`src/rtl/simon_pkg.sv`:
```
// Shared types and default constants for the Simon block packer.
package simon_pkg;

  // Packer FSM: gather bytes, then present the assembled block
  typedef enum logic {
    FILL = 1'b0,
    OUT  = 1'b1
  } packer_state_t;

  localparam int SIMON_BLOCK_BYTES    = 8;
  localparam int SIMON_TIMEOUT_CYCLES = 255;

endpackage

```
`src/rtl/simon_idle_timer.sv`:
```
// Idle counter for the packer's partial-block flush. Counts while en is
// high, returns to zero on clr, and flags expired once LIMIT is reached.
module simon_idle_timer #(
  parameter int LIMIT = 255
) (
  input  logic clk,
  input  logic rst,      // synchronous, active-low
  input  logic en,
  input  logic clr,
  output logic expired
);

  logic [15:0] count_q, count_d;

  assign expired = (count_q == 16'(LIMIT));

  // Next count: clear wins, otherwise advance until the limit is hit
  always_comb begin
    count_d = count_q;
    if (clr) begin
      count_d = '0;
    end else if (en && !expired) begin
      count_d = count_q + 16'd1;
    end
  end

  // Count register
  always_ff @(posedge clk) begin
    if (!rst) begin
      count_q <= '0;
    end else begin
      count_q <= count_d;
    end
  end

endmodule

```
`src/rtl/simon_block_packer.sv`:
```
// Packs bytes from a byte FIFO into BLOCK_BYTES-wide cipher blocks,
// first byte in the MSB byte. Optional idle flush of a partial block is
// compiled in with the macro SIMON_PACKER_TIMEOUT_EN; without it a
// partial block waits in FILL until the remaining bytes arrive.
module simon_block_packer
  import simon_pkg::*;
#(
  parameter int BLOCK_BYTES    = SIMON_BLOCK_BYTES,
  parameter int TIMEOUT_CYCLES = SIMON_TIMEOUT_CYCLES
) (
  input  logic                             clk,
  input  logic                             rst,        // synchronous, active-low
  input  logic [7:0]                       fifo_dout,
  input  logic                             fifo_empty,
  output logic                             fifo_rd_en,
  output logic [BLOCK_BYTES*8-1:0]         blk_data,
  output logic                             blk_valid,
  input  logic                             blk_ready,
  output logic [$clog2(BLOCK_BYTES+1)-1:0] blk_nbytes,
  output logic                             blk_pad,
  output logic                             busy
);

  localparam int CW = $clog2(BLOCK_BYTES + 1);
  localparam int DW = BLOCK_BYTES * 8;

  packer_state_t state_q, state_d;
  logic [CW-1:0] cnt_q, cnt_d;
  logic          rd_pending_q, rd_pending_d;
  logic [DW-1:0] data_q, data_d;
  logic [CW-1:0] nbytes_q, nbytes_d;
  logic [CW:0]   inflight;
  logic          flush;

  // Bytes already captured plus the one still on its way from the FIFO
  assign inflight = {1'b0, cnt_q} + {{CW{1'b0}}, rd_pending_q};

`ifdef SIMON_PACKER_TIMEOUT_EN
  logic pad_q, pad_d;
  logic count_en;
  logic timer_clr;
  logic expired;

  // Idle means: partial block held, nothing in flight, nothing to read.
  // A non-empty FIFO in the expiry cycle therefore clears the timer and
  // lets the read win.
  assign count_en  = (state_q == FILL) && (cnt_q != '0) && !rd_pending_q && fifo_empty;
  assign timer_clr = !count_en;
  assign flush     = count_en && expired;

  simon_idle_timer #(
    .LIMIT(TIMEOUT_CYCLES)
  ) u_idle_timer (
    .clk    (clk),
    .rst    (rst),
    .en     (count_en),
    .clr    (timer_clr),
    .expired(expired)
  );

  assign blk_pad = pad_q;
`else
  logic unused_timeout_cfg;

  assign unused_timeout_cfg = |32'(TIMEOUT_CYCLES);
  assign flush              = 1'b0;
  assign blk_pad            = 1'b0;
`endif

  assign blk_data   = data_q;
  assign blk_nbytes = nbytes_q;
  assign blk_valid  = (state_q == OUT);
  assign busy       = (state_q == OUT) || (cnt_q != '0) || rd_pending_q;

  // Next-state, byte capture and the combinational FIFO read strobe
  always_comb begin
    state_d    = state_q;
    cnt_d      = cnt_q;
    data_d     = data_q;
    nbytes_d   = nbytes_q;
    fifo_rd_en = 1'b0;
`ifdef SIMON_PACKER_TIMEOUT_EN
    pad_d      = pad_q;
`endif
    case (state_q)
      FILL: begin
        fifo_rd_en = rst && !fifo_empty && (inflight < (CW + 1)'(BLOCK_BYTES));
        if (rd_pending_q) begin
          for (int i = 0; i < BLOCK_BYTES; i++) begin
            if (cnt_q == CW'(i)) begin
              data_d[(BLOCK_BYTES - 1 - i) * 8 +: 8] = fifo_dout;
            end
          end
          cnt_d = cnt_q + CW'(1);
          if (cnt_q == CW'(BLOCK_BYTES - 1)) begin
            state_d  = OUT;
            nbytes_d = CW'(BLOCK_BYTES);
          end
        end else if (flush) begin
          // Unfilled slots are still zero from the last clear
          state_d  = OUT;
          nbytes_d = cnt_q;
`ifdef SIMON_PACKER_TIMEOUT_EN
          pad_d    = 1'b1;
`endif
        end
      end
      OUT: begin
        if (blk_ready) begin
          state_d  = FILL;
          cnt_d    = '0;
          data_d   = '0;
          nbytes_d = '0;
`ifdef SIMON_PACKER_TIMEOUT_EN
          pad_d    = 1'b0;
`endif
        end
      end
      default: state_d = FILL;
    endcase
    rd_pending_d = fifo_rd_en;
  end

  // State registers; reset drops any held block and any byte in flight
  always_ff @(posedge clk) begin
    if (!rst) begin
      state_q      <= FILL;
      cnt_q        <= '0;
      rd_pending_q <= 1'b0;
      data_q       <= '0;
      nbytes_q     <= '0;
`ifdef SIMON_PACKER_TIMEOUT_EN
      pad_q        <= 1'b0;
`endif
    end else begin
      state_q      <= state_d;
      cnt_q        <= cnt_d;
      rd_pending_q <= rd_pending_d;
      data_q       <= data_d;
      nbytes_q     <= nbytes_d;
`ifdef SIMON_PACKER_TIMEOUT_EN
      pad_q        <= pad_d;
`endif
    end
  end

endmodule
```
`config.mk`:
```
export PLATFORM = sky130hd
export DESIGN_NAME = simon_block_packer
export DESIGN_NICKNAME = d
export VERILOG_FILES = /design/src/rtl/simon_pkg.sv /design/src/rtl/simon_idle_timer.sv /design/src/rtl/simon_block_packer.sv
export SDC_FILE = /design/constraint.sdc
export NUM_CORES = 1
export LEC_CHECK = 0
export CORE_MARGIN = 8
export CORE_UTILIZATION = 25
export CTS_BUF_LIST = sky130_fd_sc_hd__clkbuf_4
export DETAILED_ROUTE_END_ITERATION = 10
export PLACE_DENSITY = 0.52
export SETUP_SLACK_MARGIN = 0.15
export SLEW_MARGIN = 20
export SYNTH_ARGS = -nofsm -noshare
export SYNTH_HDL_FRONTEND = slang
export SYNTH_HIERARCHICAL = 1
export SYNTH_SLANG_ARGS = --single-unit
```
`constraint.sdc`:
```
create_clock -name clk -period 1.3 [get_ports clk]
set_clock_uncertainty 0.1 [all_clocks]
set_input_delay 0.26 -clock clk [delete_from_list [all_inputs] [get_ports clk]]
set_output_delay 0.26 -clock clk [all_outputs]
set_load 0.01 [all_outputs]
```
==> metrics.md <==
| Metric | Value |
|---|---|
| CTS Buf Count | 9 |
| Global-route wire length before repair | 13,900 µm |
| CTS root buf | clkbuf_4 |
| # IOs | 84 |
| Fillers | 1,056 |
| Final period util | 125% |
| Initial antenna violation count | 0 |
| Register area share after synthesis | 50.8% |
| Post-Syn Instances | 277 |
| Clock latency on the worst-skew pair | 410 ps |
| Largest net degree at the start of global routing | 40 |
| GRT Total Usage | 11.9% |
| Synth Area in Simple Gates | 17.0% |
| CTS tree | built |
| Final Hold Fails | 0 |
| Post-synth EDFFs | 0 |
| Slowest-stage cell, CP | dfxtp_4 |
| Total Routed Length | 8840 µm |
| Worst hold path endpoint | blk_data[63]$_SDFFE_PN0P_ |
| Deepest clock path buffer count | 2 |
| Pwr Density | 906 nW/µm² |
| Starting Density | 25.7% |
| Max VDD drop | 0.555 mV |
| RSZ-0062 raised after global routing | yes |
| Post-synthesis adder-cell area fraction | 1.79% |
| Initial drt markers | 56 |
| Wirelength per Cell | 16.0 µm |
| RD Place Congestion | 0.721 |
| R2R Path Start | blk_valid$_SDFF_PN0_ |
| RR Endpoint | blk_data[10]$_SDFFE_PN0P_ |
| Syn Area/Cell | 10.1 µm² |
| Top cells by count, synth | nand2_1, dfxtp_1, mux2i_1 |
| Clk sinks | 71 |
| Hold crit path type | reg2reg |
| Worst hold margin | 371 ps |
| Row cnt | 38 |
| Dpl hpwl | 6030 µm |
| Synth area leader | dfxtp_1 |
| Min cycle time layout | 1630 ps |
| Syn-to-layout area delta | 70.0% |
| Critical path fanouts, max | 2 |
| CORE AREA | 10,900 µm² |
| Nets@finish | 423 |
| Kind of critical path | reg2out |
| Synth Area in Compound Gates | 2.64% |
| FF-to-FF path depth | 6 |
| DR vias | 2,415 |
| Post-synthesis mux area share | 22.9% |
| Worst Hold Depth | 2 |
| H-tree Lvls | 3 |
| Failing checks | setup timing |
| Main combinational cell family by area after synthesis | multiplexers |
| Clk pin slew, worst setup/hold paths | 120 ps |
| Ys async rst share | 0% |
| Worst Setup End Kind | primary output |
| Vias per Instance | 4.38 |
| Netlist cell types | 28 |
| Die ar. | 14,800 µm² |
| Layout cells sized above 1 | 57.8% |
| Synth Area in XOR/XNOR | 0% |
| Critical Path AT | 1270 ps |
| # diodes | 0 |
| Lkg Pwr | 2.15 nW |
| Crit path cell chain | and2b_1 > and3_4 > buf_6 |
| Final ANT Viol Nets | 0 |
| Die height | 122 µm |
| Max-slew violations | 0 |
| Synth area leaders | dfxtp_1, mux2i_1, nand2_1 |
| # setup viols final | 73 |
| Hold_sp | blk_data[63]$_SDFFE_PN0P_ |
| Mapped Area | 2800 µm² |
| Crit path launch type | register |
| Final routed DRC violation total | 0 |
| Die width | 122 µm |
| Total global routing overflow | 0 |
| Vias in the first global route | 2,682 |
| Pre-CTS WS | -643 ps |
| Reg2Reg Setup Slack | -290 ps |
| Main synth FF type | dfxtp_1 |
| Synth top area share | 50.8% |
| Drt first pass iters | 4 |
| Status | complete, but fails checks |
| Synth Register Bits | 71 |
| Crit path largest cell delay | 370 ps |
| F_max | 615 MHz |
| Setup slack after layout | -325 ps |
| Worst path required time | 940 ps |
| Ys Warns | 6 |
| # port buffers | 79 |
| Most frequent cell after synthesis | nand2_1 |
| Max_cap viols | 0 |
==> cell type report <==
type                    instances  area (µm²)  area share [%]
well taps                     140         175            3.68
repair buffers                133        1490            31.3
multi-input cells             189        1400            29.5
inverters                       3        11.3           0.237
clock buffers                  10        75.1            1.58
flip-flops and latches         71        1520            31.8
clock inverters                 6        92.6            1.95
==> cell families (layout without fill, tap and decap cells) <==
family | Yosys count | count (layout)
multiplexers | 64 | 64
adder cells (fa/ha/maj) | 4 | 4
other | 1 | 4
flip-flops | 71 | 71
buffers and inverters | 20 | 152
AO/OA/AOI/OAI | 12 | 12
AND/OR/NAND/NOR | 105 | 105
==> flip-flops by register name, indices dropped and copies added, names as in the netlist <==
signal and count:
blk_data 64, cnt_q 4, rd_pending_q 1, blk_valid 1
blk_nbytes 1
==> per-stage QoR <==
| step | util [%] | setup TNS, ps | std cells | total power, mW | area (µm²) |
|---|---|---|---|---|---|
| floorplan | - | 0 | 280 | 2.43 | 2850 |
| global placement | 37.0 | -33400 | 514 | 2.61 | 4030 |
| detailed placement | 37.0 | -34410 | 514 | 2.61 | 4030 |
| CTS | 42.4 | -17310 | 540 | 4.34 | 4620 |
| global route | 43.7 | -21680 | 552 | 4.51 | 4760 |
| finish | 43.7 | -16740 | 552 | 4.31 | 4760 |
==> worst max path at each step <==
stage,slack [ps],start,to
4_1_cts,-360,blk_valid$_SDFF_PN0_,fifo_rd_en
2_1_floorplan,50,blk_valid$_SDFF_PN0_,blk_data[10]$_SDFFE_PN0P_
3_5_place_dp,-640,rst,fifo_rd_en
5_1_grt,-420,blk_valid$_SDFF_PN0_,fifo_rd_en
3_3_place_gp,-630,rst,fifo_rd_en
6_report,-330,blk_valid$_SDFF_PN0_,fifo_rd_en
==> timing repair <==
item / in CTS / in global routing
endpoints found under the setup margin: 138 / 139
cloned: 1 / 1
gates resized for setup: 441 / 11
pin swaps: 13 / 4
buffers inserted: 9 / 11
endpoints found under the hold margin: 0 / 0
hold buffers: 0 / 0
==> worst max-delay path: cells and delay by family (launching register included) <==
family	cells	cell delay [ps]
buf+inv	1	90
flops	1	370
simple gates	2	390
==> power breakdown <==
| part | leakage, nW | internal, mW | switching (mW) | total, mW |
|---|---|---|---|---|
| Sequential | 0.609 | 2.20 | 0.0203 | 2.22 |
| Clock | 0.0836 | 0.815 | 0.857 | 1.67 |
| Combinational | 1.46 | 0.216 | 0.206 | 0.422 |
| Total | 2.15 | 3.23 | 1.08 | 4.31 |
==> cells in the final DEF (no fill, tap or decap), types with 3 or more instances in the layout <==
master	synthesis	routed
and3_4	2	5
buf_12	0	9
buf_4	8	32
buf_6	3	75
buf_8	0	4
clkbuf_4	0	10
clkdlybuf4s50_1	0	11
conb_1	1	4
dfxtp_2	0	69
mux2i_1	64	64
nand2_1	83	80
nand2_2	0	3
nand3_4	0	5
==> layer usage <==
layer | GRT usage (%) | share of wire, % | up-vias
li1 | - | - | 1183
met1 | 13.1 | 43 | 1161
met2 | 20.3 | 48 | 60
met3 | 5.18 | 8.0 | 11
met4 | 3.70 | 1.3 | 0
met5 | 0 | 0 | -
Note: power is estimated with default switching activity, not from simulation.
